$ cat src/rtl/cipher_arbiter.sv
// Round-robin scheduler sharing one 32-round encryption core among NUM_REQ requesters.
// Define CIPHER_ARBITER_TIMEOUT_EN to build in the RUN watchdog (done+err after TIMEOUT cycles).
//
// state | meaning
// IDLE  | waiting for a request; grants and latches operands on the winning requester
// LOAD  | core_start held low for one edge so the core reloads key/plaintext
// RUN   | core_start high; waits for core_end (or watchdog expiry)
module cipher_arbiter #(
  parameter int NUM_REQ = 4,
  parameter int TIMEOUT = 48
) (
  input  logic                   clock,
  input  logic                   reset,
  input  logic [NUM_REQ-1:0]     req,
  input  logic [128*NUM_REQ-1:0] plain_in,
  input  logic [64*NUM_REQ-1:0]  key_in,
  output logic [NUM_REQ-1:0]     grant,
  output logic [NUM_REQ-1:0]     done,
  output logic                   err,
  output logic [0:127]           cipher_out,
  output logic                   busy,
  output logic [0:127]           core_plain,
  output logic [0:63]            core_key,
  output logic                   core_start,
  input  logic                   core_end,
  input  logic [0:127]           core_cipher
);

  localparam int ID_W = $clog2(NUM_REQ);

  typedef enum logic [1:0] {IDLE, LOAD, RUN} state_t;

  state_t               state_q, state_d;
  logic [NUM_REQ-1:0]   grant_q, grant_d;
  logic [NUM_REQ-1:0]   done_q, done_d;
  logic [0:127]         cipher_q, cipher_d;
  logic [0:127]         plain_q, plain_d;
  logic [0:63]          key_q, key_d;
  logic                 start_q, start_d;
  logic [ID_W-1:0]      id_q, id_d;
  logic [ID_W-1:0]      ptr_q, ptr_d;

  logic                 pick_vld;
  logic [ID_W-1:0]      pick_id;
  logic [ID_W-1:0]      cand;
  int                   rr_idx;
  logic [127:0]         sel_plain;
  logic [63:0]          sel_key;
  logic                 timeout_hit;

  // Scan from ptr+1 upward; descending loop so the nearest requester is written last.
  always_comb begin
    pick_vld = 1'b0;
    pick_id  = '0;
    cand     = '0;
    rr_idx   = 0;
    for (int k = NUM_REQ; k >= 1; k--) begin
      rr_idx = (int'(ptr_q) + k) % NUM_REQ;
      cand   = ID_W'(rr_idx);
      if (req[cand]) begin
        pick_vld = 1'b1;
        pick_id  = cand;
      end
    end
  end

  always_comb begin
    sel_plain = '0;
    sel_key   = '0;
    for (int i = 0; i < NUM_REQ; i++) begin
      if (pick_id == ID_W'(i)) begin
        sel_plain = plain_in[i*128 +: 128];
        sel_key   = key_in[i*64 +: 64];
      end
    end
  end

`ifdef CIPHER_ARBITER_TIMEOUT_EN
  localparam int TMR_W = $clog2(TIMEOUT);

  logic [TMR_W-1:0] tmr_q, tmr_d;
  logic             err_q, err_d;

  // Down-counter reloaded while in LOAD, i.e. on every entry to RUN.
  always_comb begin
    tmr_d = tmr_q;
    if (state_q == LOAD) begin
      tmr_d = TMR_W'(TIMEOUT - 1);
    end else if (state_q == RUN && tmr_q != '0) begin
      tmr_d = tmr_q - 1'b1;
    end
  end

  assign timeout_hit = (state_q == RUN) && (tmr_q == '0);
  assign err_d       = timeout_hit && !core_end;

  always_ff @(posedge clock or posedge reset) begin
    if (reset) begin
      tmr_q <= '0;
      err_q <= 1'b0;
    end else begin
      tmr_q <= tmr_d;
      err_q <= err_d;
    end
  end

  assign err = err_q;
`else
  assign timeout_hit = 1'b0;
  assign err         = 1'b0;
`endif

  always_comb begin
    state_d  = state_q;
    grant_d  = '0;
    done_d   = '0;
    cipher_d = cipher_q;
    plain_d  = plain_q;
    key_d    = key_q;
    start_d  = start_q;
    id_d     = id_q;
    ptr_d    = ptr_q;
    case (state_q)
      IDLE: begin
        start_d = 1'b0;
        if (pick_vld) begin
          grant_d[pick_id] = 1'b1;
          plain_d          = sel_plain;
          key_d            = sel_key;
          id_d             = pick_id;
          ptr_d            = pick_id;
          state_d          = LOAD;
        end
      end
      LOAD: begin
        start_d = 1'b1;
        state_d = RUN;
      end
      RUN: begin
        if (core_end) begin
          cipher_d      = core_cipher;
          done_d[id_q]  = 1'b1;
          start_d       = 1'b0;
          state_d       = IDLE;
        end else if (timeout_hit) begin
          done_d[id_q]  = 1'b1;
          start_d       = 1'b0;
          state_d       = IDLE;
        end
      end
      default: begin
        start_d = 1'b0;
        state_d = IDLE;
      end
    endcase
  end

  always_ff @(posedge clock or posedge reset) begin
    if (reset) begin
      state_q  <= IDLE;
      grant_q  <= '0;
      done_q   <= '0;
      cipher_q <= '0;
      plain_q  <= '0;
      key_q    <= '0;
      start_q  <= 1'b0;
      id_q     <= '0;
      ptr_q    <= ID_W'(NUM_REQ - 1);
    end else begin
      state_q  <= state_d;
      grant_q  <= grant_d;
      done_q   <= done_d;
      cipher_q <= cipher_d;
      plain_q  <= plain_d;
      key_q    <= key_d;
      start_q  <= start_d;
      id_q     <= id_d;
      ptr_q    <= ptr_d;
    end
  end

  assign grant      = grant_q;
  assign done       = done_q;
  assign cipher_out = cipher_q;
  assign core_plain = plain_q;
  assign core_key   = key_q;
  assign core_start = start_q;
  assign busy       = (state_q != IDLE);

endmodule

$ cat config.mk
export PLATFORM = sky130hd
export DESIGN_NAME = cipher_arbiter
export DESIGN_NICKNAME = d
export VERILOG_FILES = /design/src/rtl/cipher_arbiter.sv
export SDC_FILE = /design/constraint.sdc
export NUM_CORES = 1
export LEC_CHECK = 0
export ABC_AREA = 1
export CORE_AREA = 5 5 473 475
export CTS_CLUSTER_SIZE = 16
export DETAILED_ROUTE_END_ITERATION = 7
export DIE_AREA = 0 0 478 480
export GPL_TIMING_DRIVEN = 1
export PLACE_DENSITY = 0.36
export SLEW_MARGIN = 20
export SYNTH_ARGS = -nofsm -noshare
export SYNTH_HDL_FRONTEND = slang
export SYNTH_SLANG_ARGS = --single-unit
$ cat constraint.sdc
create_clock -name clock -period 34.6 [get_ports clock]
set_input_delay 6.92 -clock clock [delete_from_list [all_inputs] [get_ports clock]]
set_output_delay 6.92 -clock clock [all_outputs]
set_load 0.005 [all_outputs]
==> results.sh, run 1 <==
export IMPL_synth_xor_area_frac=0
export IMPL_cts_buffers=51
export IMPL_vdd_drop_max_mv=0.101
export IMPL_arrival_ns=11.16
export IMPL_critical_path_class="input pin to register"
export IMPL_clkLatencyLatePin_ns=0.66
export IMPL_r2r_start="ptr_q[0]"
export IMPL_ys_flop_type="dfrtp_1"
export IMPL_cts_sinks=335
export IMPL_dr_pass1_iters=5
export IMPL_hold_path_class="register to register"
export IMPL_yosys_area_share_simple=0.341
export IMPL_p_leak_nw=14.8
export IMPL_start_util=0.0856
export IMPL_antenna_found_initial=118
export IMPL_holdWs_ns=0.464
export IMPL_place_congestion=0.949
export IMPL_root_buffer="clkbuf_16"
export IMPL_async_reset_ff_frac=1.00
export IMPL_rsz0062_at_grt="false"
export IMPL_fin_crit_ns=10.57
export IMPL_final_common_cell="clkdlybuf4s50_1"
export IMPL_grt_usage=0.141
export IMPL_critPathMaxStageDelay_ns=0.83
export IMPL_grt_pass1_vias=23900
export IMPL_cp_cell_sequence="clkdlybuf4s50_1 -> inv_1 -> nand2_1 -> nand3_1 -> nand2_1 -> inv_1 -> nand2_1 -> nand2_1 -> nand2_4 -> nand2_8 -> nor2_8 -> buf_4 -> nand2_1 -> nand3_1 -> nand2_1 -> nand2_1"
export IMPL_maxSlewHeadroom=0.247
export IMPL_slew_violations=0
export IMPL_clock_path_buffers=3
export IMPL_core_area_sq_um=219000
export IMPL_crit_slowest_cell="buf_4"
export IMPL_ff2ff_setup_slack_ns=30.01
export IMPL_status="finished clean"
export IMPL_clock_skew_ns=0.0283
export IMPL_grt_pass1_wl_mm=224
export IMPL_cp_common_cell="nand2_1"
export IMPL_min_path_cells=1
export IMPL_swShare=0.521
export IMPL_synthMuxAreaShare=0.0770
export IMPL_postCtsSetupBuffers=0
export IMPL_ys_types=23
export IMPL_cellPowerDensity_nw_per_um2=107
export IMPL_hold_end="done[1]"
export IMPL_synth_area_per_cell_sq_um=7.55
export IMPL_drc=0
export IMPL_synth_edf_count=0
export IMPL_cp_end_kind="register"
export IMPL_routed_via_count=22800
export IMPL_post_route_period_util=0.306
export IMPL_drive_gt1_frac=0.0715
export IMPL_seq_power_share=0.186
export IMPL_fin_setup_tns_ns=0
export IMPL_r2r_end="core_key[52]"
export IMPL_hold_viol=0
export IMPL_cts_tree="done"
export IMPL_cellInternalPower_mw=1.84
export IMPL_max_freq_ghz=0.0946
export IMPL_post_drt_wl_per_cell_microns=26.0
export IMPL_final_cell_mix="1232 x clkdlybuf4s50_1, 798 x nand2_1, 333 x dfrtp_1, 296 x nand3_1, 193 x o21ai_0"
export IMPL_ant_nets=0
export IMPL_fp_dieH_microns=480
export IMPL_io_pins=1234
export IMPL_hold_buffers=0
export IMPL_grt_ovfl_total=0
export IMPL_final_area_sq_um=35800
export IMPL_io_buffer_count=1232
export IMPL_ctsResizeCount=0
export IMPL_fin_total_pwr_mw=3.84
export IMPL_placementRows=172
export IMPL_hp_start="id_q[1]"
export IMPL_clk_pin_slew_ns=0.06
export IMPL_dp_hpwl_mm=138
export IMPL_synth_seq_cells=335
export IMPL_worst_pin_slew_ns=1.13
export IMPL_setup_viol=0
export IMPL_yosysWarnings=0
export IMPL_synth_compound_area_frac=0.0527
export IMPL_start_kind="input pin"
export IMPL_yosys_area_share_adder=0
export IMPL_synth_cells=2479
export IMPL_synth_top_family_by_area="simple AND/OR/NAND/NOR gates"
export IMPL_reg2reg_depth=15
export IMPL_grt_max_degree=166
export IMPL_synth_area_sq_um=18700
export IMPL_h_tree_depth=2
export IMPL_synthesis_nets=3382
export IMPL_die_w_microns=478
export IMPL_drt_first_iter_violations=1153
export IMPL_combPwrFrac=0.671
export IMPL_switchingPower_mw=2.00
export IMPL_ys_seq_area_frac=0.448
export IMPL_routed_via_density=3.50
export IMPL_power_frac_clock=0.144
export IMPL_critPathRequiredTime_ns=35.19
export IMPL_area_growth_syn_to_layout_pct=91.1
export IMPL_cp_max_fo=70
export IMPL_cap_violations=0
export IMPL_fin_nets=4500
export IMPL_placement_cell_area_sq_um=34100
export IMPL_die_area_sq_um=229000
export IMPL_totalWireLength_mm=169
[critical path, delay by kind of cell]
family                 cells  cell delay, ns
buffers and inverters      4            1.42
and+or+nand+nor           12            2.52
[Yosys cell counts (6+ instances only)]
library cell  instances  area (sq um)
buf_1                10          37.5
inv_1               156           586
buf_2                70           350
nand2_1             800          3000
clkbuf_1            100           375
buf_4                12          90.1
nand4_1             190          1190
dfrtp_1             333          8330
nor2_1              160           601
o21ai_0             193           966
nand3_1             296          1480
mux2_2              128          1440
buf_6                 6          67.6
[registers in the layout, summed over array words and instances, names as in the netlist]
register    cells
core_start      1
ptr_q           2
core_key       64
done            4
id_q            2
state_q         2
grant           4
core_plain    128
cipher_out    128
[stage by stage]
| stage | setup slack (ns) | std cells | util |
|---|---|---|---|
| final | 24.03 | 6519 | 0.164 |
| after detailed placement | 23.06 | 6415 | 0.156 |
| after floorplan | 18.40 | 2479 | - |
| after global placement | 23.06 | 6415 | 0.156 |
| after global routing | 23.68 | 6515 | 0.163 |
| after CTS | 23.83 | 6507 | 0.163 |
[power groups by stage]
stage | Sequential, mW | Combinational (mW) | Clock, mW
after floorplan | 0.715 | 1.34 | 0
after global placement | 0.717 | 2.68 | 0
after detailed placement | 0.720 | 2.68 | 0
after CTS | 0.717 | 2.69 | 0.586
after global routing | 0.740 | 2.86 | 0.591
final | 0.714 | 2.58 | 0.552
[routing by layer]
metal / vias to the layer above / GRT usage / share of wire
met5: - / 0 / 0.0021
met4: 56 / 0.0324 / 0.028
met3: 283 / 0.0475 / 0.081
met2: 1128 / 0.261 / 0.51
met1: 10900 / 0.155 / 0.38
li1: 10400 / - / -
[logic make-up (layout without fill, tap and decap cells)]
family | count (synthesis) | count (layout)
AND/OR/NAND/NOR | 1459 | 1459
buffers and inverters | 359 | 1516
flip-flops | 335 | 335
AO/OA/AOI/OAI | 197 | 197
multiplexers | 128 | 128
other | 1 | 13
[area by class of cell]
type	instances	area, sq um
Clock inverter	23	280
Antenna cell	12	30.0
Multi-Input combinational cell	1785	8870
Inverter	161	626
Sequential cell	335	8390
Fill cell	24900	183000
Timing Repair Buffer	1263	12600
Clock buffer	69	1430
Tap cell	2871	3590
[how the worst max path moves through the flow]
stage                     depth (start not counted)   start  slack [ns]              to
after floorplan                                   1   reset       18.40   cipher_out[0]
after global placement                           17  req[3]       23.06    core_key[60]
after detailed placement                         17  req[3]       23.06    core_key[49]
after CTS                                        17  req[3]       23.83    core_key[49]
after global routing                             16  req[3]       23.68  core_plain[39]
final                                            16  req[3]       24.03    core_key[52]
Power figures use the tool's default switching activity.
==> run 2, diff against run 1 <==
Settings changed: CORE_AREA 5 5 473 475 to 5 5 478 480, DIE_AREA 0 0 478 480 to 0 0 483 485.
Clock period 34.6 ns to 10.9 ns, I/O delays scaled along.
==> results.sh, run 2 (synthesis results as in run 1) <==
export IMPL_status="finished clean"
export IMPL_setup_viol=0
export IMPL_cts_sinks=335
export IMPL_cap_violations=0
export IMPL_cp_max_fo=135
export IMPL_fin_crit_ns=5.44
export IMPL_ctsResizeCount=0
export IMPL_seqCellArea_sq_um=8390
export IMPL_antenna_found_initial=131
export IMPL_cp_end_kind="register"
export IMPL_p_leak_nw=14.8
export IMPL_dp_hpwl_mm=141
export IMPL_ff2ff_setup_slack_ns=6.65
export IMPL_drive_gt1_frac=0.0707
export IMPL_place_congestion=0.869
export IMPL_placementRows=174
export IMPL_r2r_end="core_plain[86]"
export IMPL_clk_pin_slew_ns=0.06
export IMPL_cts_tree="done"
export IMPL_arrival_ns=5.99
export IMPL_routed_via_count=22900
export IMPL_final_area_sq_um=36000
export IMPL_vdd_drop_max_mv=0.238
export IMPL_post_drt_wl_per_cell_microns=25.8
export IMPL_cts_buffers=51
export IMPL_core_area_sq_um=224000
export IMPL_dr_pass1_iters=5
export IMPL_critical_path_class="input pin to register"
export IMPL_post_route_period_util=0.499
export IMPL_grt_pass1_vias=24100
export IMPL_final_common_cell="clkdlybuf4s50_1"
export IMPL_start_kind="input pin"
export IMPL_postCtsSetupBuffers=0
export IMPL_multi_input_area_sq_um=8870
export IMPL_routed_via_density=3.44
export IMPL_grt_pass1_wl_mm=227
export IMPL_fillers=25700
export IMPL_grt_ovfl_total=0
export IMPL_hold_viol=0
export IMPL_max_freq_ghz=0.184
export IMPL_grt_usage=0.141
export IMPL_fin_nets=4498
export IMPL_hold_end="done[0]"
export IMPL_hold_buffers=0
export IMPL_maxSlewHeadroom=0.311
export IMPL_root_buffer="clkbuf_16"
export IMPL_grt_max_degree=136
export IMPL_totalWireLength_mm=172
export IMPL_slew_violations=0
export IMPL_hold_path_class="register to register"
export IMPL_io_pins=1234
export IMPL_die_w_microns=483
export IMPL_placement_cell_area_sq_um=34200
export IMPL_min_path_cells=1
export IMPL_io_buffer_count=1232
export IMPL_critPathMaxStageDelay_ns=0.57
export IMPL_clock_skew_ns=0.0129
export IMPL_start_util=0.0837
export IMPL_area_growth_syn_to_layout_pct=92.2
export IMPL_cp_top_family="buffers and inverters"
export IMPL_crit_buf_inv=4
export IMPL_reg2reg_depth=15
export IMPL_fin_setup_tns_ns=0
export IMPL_clkLatencyLatePin_ns=0.67
export IMPL_drt_first_iter_violations=1212
export IMPL_cp_common_cell="nand2_1"
export IMPL_h_tree_depth=2
export IMPL_worst_pin_slew_ns=1.03
export IMPL_cp_cell_sequence="clkdlybuf4s50_1 -> nand2_1 -> nand2_1 -> nand2_2 -> nand2_1 -> nor2_1 -> nand2_1 -> nand2_8 -> inv_6 -> nand2_8 -> buf_12 -> o21ai_0 -> inv_1 -> nand2_1 -> nand2_1"
export IMPL_hp_start="id_q[1]"
export IMPL_critPathRequiredTime_ns=11.45
export IMPL_die_area_sq_um=234000
export IMPL_drc=0
export IMPL_fp_dieH_microns=485
export IMPL_clock_path_buffers=3
export IMPL_final_cell_mix="1232 x clkdlybuf4s50_1, 798 x nand2_1, 333 x dfrtp_1, 296 x nand3_1, 193 x o21ai_0"
export IMPL_crit_slowest_cell="inv_6"
export IMPL_rsz0062_at_grt="false"
export IMPL_ant_nets=0
export IMPL_cellPowerDensity_nw_per_um2=336
export IMPL_r2r_start="ptr_q[0]"
==> run 2: final cells by class <==
type,instances,share of cell area
repair buffers,1261,0.350
multi-input cells,1785,0.247
flip-flops and latches,335,0.233
well taps,2992,0.104
clock buffers,72,0.0402
inverters,161,0.0173
clock inverters,20,0.00608
diodes,41,0.00285
==> run 2: worst reg2reg max path, stage by stage (launching register included) <==
cell and delay (ns):
dfstp_2 0.65, inv_2 0.14, nand2_1 0.08, nand2_1 0.09
nand2_2 0.14, nand2_1 0.10, nor2_1 0.10, nand2_1 0.13
nand2_8 0.30, inv_6 0.44, nor2_8 0.95, buf_4 0.61
nand2_1 0.21, nand3_1 0.10, nor2_1 0.05, nor2_1 0.10
==> run 2: through the flow <==
step           setup slack [ns]  cells  power (mW)  hold slack [ns]  utilization
3_5_place_dp               4.68   6534        10.7            0.451        0.153
2_1_floorplan              4.25   2479        6.54            0.432            -
4_1_cts                    5.43   6626        12.6            0.459        0.160
5_1_grt                    5.10   6654        13.2            0.472        0.161
6_report                   5.46   6667        12.1            0.459        0.161
3_3_place_gp               4.61   6534        10.7            0.446        0.153
==> run 2: power by group <==
group	internal, mW	leakage (nW)	total [mW]	switching, mW
Sequential	1.91	4.04	2.27	0.365
Combinational	2.90	9.96	8.09	5.19
Clock	0.996	0.826	1.73	0.735
Total	5.81	14.8	12.1	6.29
==> run 2: per-layer routing <==
metal,part of all wire,global-route usage,vias to the layer above,wire length (microns)
met3,0.091,0.0569,279,15600
met2,0.51,0.252,1139,87700
li1,-,-,10500,-
met4,0.043,0.0626,72,7360
met5,0.0026,0,-,448
met1,0.35,0.144,11000,61100
==> run 2: worst max path at each step <==
stage | depth (start not counted) | to | slack, ns | start
global route | 15 | core_plain[11] | 5.10 | req[1]
floorplan | 1 | cipher_out[0] | 4.25 | reset
finish | 15 | core_key[3] | 5.46 | req[1]
detailed placement | 15 | core_plain[75] | 4.68 | req[1]
global placement | 15 | core_plain[75] | 4.61 | req[1]
CTS | 15 | core_plain[86] | 5.43 | req[1]
==> run 3, diff against run 2 <==
Settings changed: CORE_AREA 5 5 478 480 to 5 5 477 479, DIE_AREA 0 0 483 485 to 0 0 482 484.
Clock period 10.9 ns to 4.7 ns, I/O delays scaled along.
==> results.sh, run 3 (synthesis results as in run 1) <==
export IMPL_post_route_period_util=0.699
export IMPL_h_tree_depth=2
export IMPL_slew_violations=0
export IMPL_fillers=25500
export IMPL_cp_top_family="buffers and inverters"
export IMPL_critPathMaxStageDelay_ns=0.72
export IMPL_cellPowerDensity_nw_per_um2=790
export IMPL_rsz0062_at_grt="false"
export IMPL_start_kind="register"
export IMPL_vdd_drop_max_mv=0.676
export IMPL_routed_via_density=3.46
export IMPL_hold_viol=0
export IMPL_io_pins=1234
export IMPL_drc=0
export IMPL_cts_tree="done"
export IMPL_placementRows=174
export IMPL_clkLatencyLatePin_ns=0.67
export IMPL_final_common_cell="clkdlybuf4s50_1"
export IMPL_max_freq_ghz=0.304
export IMPL_root_buffer="clkbuf_16"
export IMPL_dr_pass1_iters=7
export IMPL_grt_ovfl_total=0
export IMPL_ctsResizeCount=0
export IMPL_final_util=0.164
export IMPL_placement_cell_area_sq_um=34800
export IMPL_setup_viol=0
export IMPL_path_depth=3
export IMPL_crit_slowest_cell="clkdlybuf4s50_1"
export IMPL_worst_pin_slew_ns=0.871
export IMPL_totalWireLength_mm=178
export IMPL_fin_crit_ns=3.29
export IMPL_start_util=0.0839
export IMPL_hold_buffers=0
export IMPL_grt_usage=0.146
export IMPL_reg2reg_depth=14
export IMPL_crit_buf_inv=2
export IMPL_p_leak_nw=15.1
export IMPL_postCtsSetupBuffers=0
export IMPL_ant_nets=0
export IMPL_area_growth_syn_to_layout_pct=95.0
export IMPL_clock_path_buffers=3
export IMPL_final_area_sq_um=36500
export IMPL_die_w_microns=482
export IMPL_clk_pin_slew_ns=0.06
export IMPL_grt_pass1_vias=24800
export IMPL_min_path_cells=1
export IMPL_cap_violations=0
export IMPL_post_drt_wl_per_cell_microns=26.6
export IMPL_clock_skew_ns=0.0400
export IMPL_final_cell_mix="1232 x clkdlybuf4s50_1, 798 x nand2_1, 333 x dfrtp_1, 296 x nand3_1, 193 x o21ai_0"
export IMPL_cts_buffers=51
export IMPL_drive_gt1_frac=0.0814
export IMPL_die_area_sq_um=233000
export IMPL_core_area_sq_um=223000
export IMPL_dp_hpwl_mm=147
export IMPL_critPathRequiredTime_ns=3.76
export IMPL_antenna_found_initial=150
export IMPL_fin_nets=4546
export IMPL_hold_path_class="register to register"
export IMPL_cp_max_fo=4
export IMPL_status="finished clean"
export IMPL_routed_via_count=23200
export IMPL_cp_cell_sequence="nor2_1 -> inv_1 -> clkdlybuf4s50_1"
export IMPL_fp_dieH_microns=484
export IMPL_critical_path_class="register to primary output"
export IMPL_cp_end_kind="primary output"
export IMPL_maxSlewHeadroom=0.419
export IMPL_grt_pass1_wl_mm=232
export IMPL_arrival_ns=2.35
export IMPL_grt_max_degree=115
export IMPL_holdWs_ns=0.464
export IMPL_place_congestion=0.887
export IMPL_drt_first_iter_violations=1107
export IMPL_cts_sinks=335
export IMPL_io_buffer_count=1232
## run 3: cell count changes in the layout (fill, tap and decap cells not counted), moves of 3 or more
cell      change
clkbuf_8      -4
diode_2      -10
buf_4        +27
clkbuf_1      -3
clkinv_2      -5
buf_12       +21
## run 3: routing by layer
layer | vias up | global-route usage | wire length (microns)
li1 | 10600 | - | -
met4 | 72 | 0.0397 | 5200
met5 | - | 0 | 467
met3 | 303 | 0.0550 | 17200
met2 | 1176 | 0.268 | 90900
met1 | 11100 | 0.156 | 64300
## run 3: final timing paths
check / startpoint / endpoint / slack [ns]
max in group asynchronous: reset / core_plain[52] / 2.79
worst max-delay path: state_q[1] / busy / 1.41
worst min register to register: id_q[1] / done[1] / 0.46
min in group asynchronous: reset / cipher_out[57] / 0.82
worst max register to register: ptr_q[0] / core_plain[76] / 1.58
worst min-delay path: id_q[1] / done[1] / 0.46
## run 3: worst register-to-register path, delay by kind of cell (launching register included)
kind                   cells  cell delay [ns]
and+or+nand+nor            9             1.10
DFF                        1             0.65
buffers and inverters      4             0.80
AOI/OAI and AO/OA          1             0.46
## run 3: report_power, final
| part | leakage (nW) | internal (mW) | switching, mW |
|---|---|---|---|
| clock network | 0.773 | 2.18 | 1.68 |
| registers | 4.04 | 4.43 | 0.861 |
| logic | 10.3 | 7.39 | 12.3 |
| total | 15.1 | 14.0 | 14.9 |
## run 3: final cells by class
| type | count | area (sq um) | area share |
|---|---|---|---|
| Timing Repair Buffer | 1309 | 13200 | 0.362 |
| Multi-Input combinational cell | 1785 | 8870 | 0.243 |
| Inverter | 161 | 622 | 0.0170 |
| Clock inverter | 18 | 201 | 0.00552 |
| Antenna cell | 31 | 77.6 | 0.00213 |
| Clock buffer | 65 | 1380 | 0.0378 |
| Tap cell | 2992 | 3740 | 0.103 |
| Sequential cell | 335 | 8390 | 0.230 |
## run 3: through the flow
| step | setup WS [ns] | TNS [ns] | total power [mW] | std cells |
|---|---|---|---|---|
| finish | 1.41 | 0 | 28.9 | 6696 |
| global route | 1.19 | 0 | 31.6 | 6678 |
| detailed placement | 0.591 | 0 | 25.9 | 6582 |
| global placement | 0.587 | 0 | 25.8 | 6582 |
| CTS | 1.20 | 0 | 30.0 | 6665 |
| floorplan | -0.715 | -238.09 | 15.2 | 2479 |
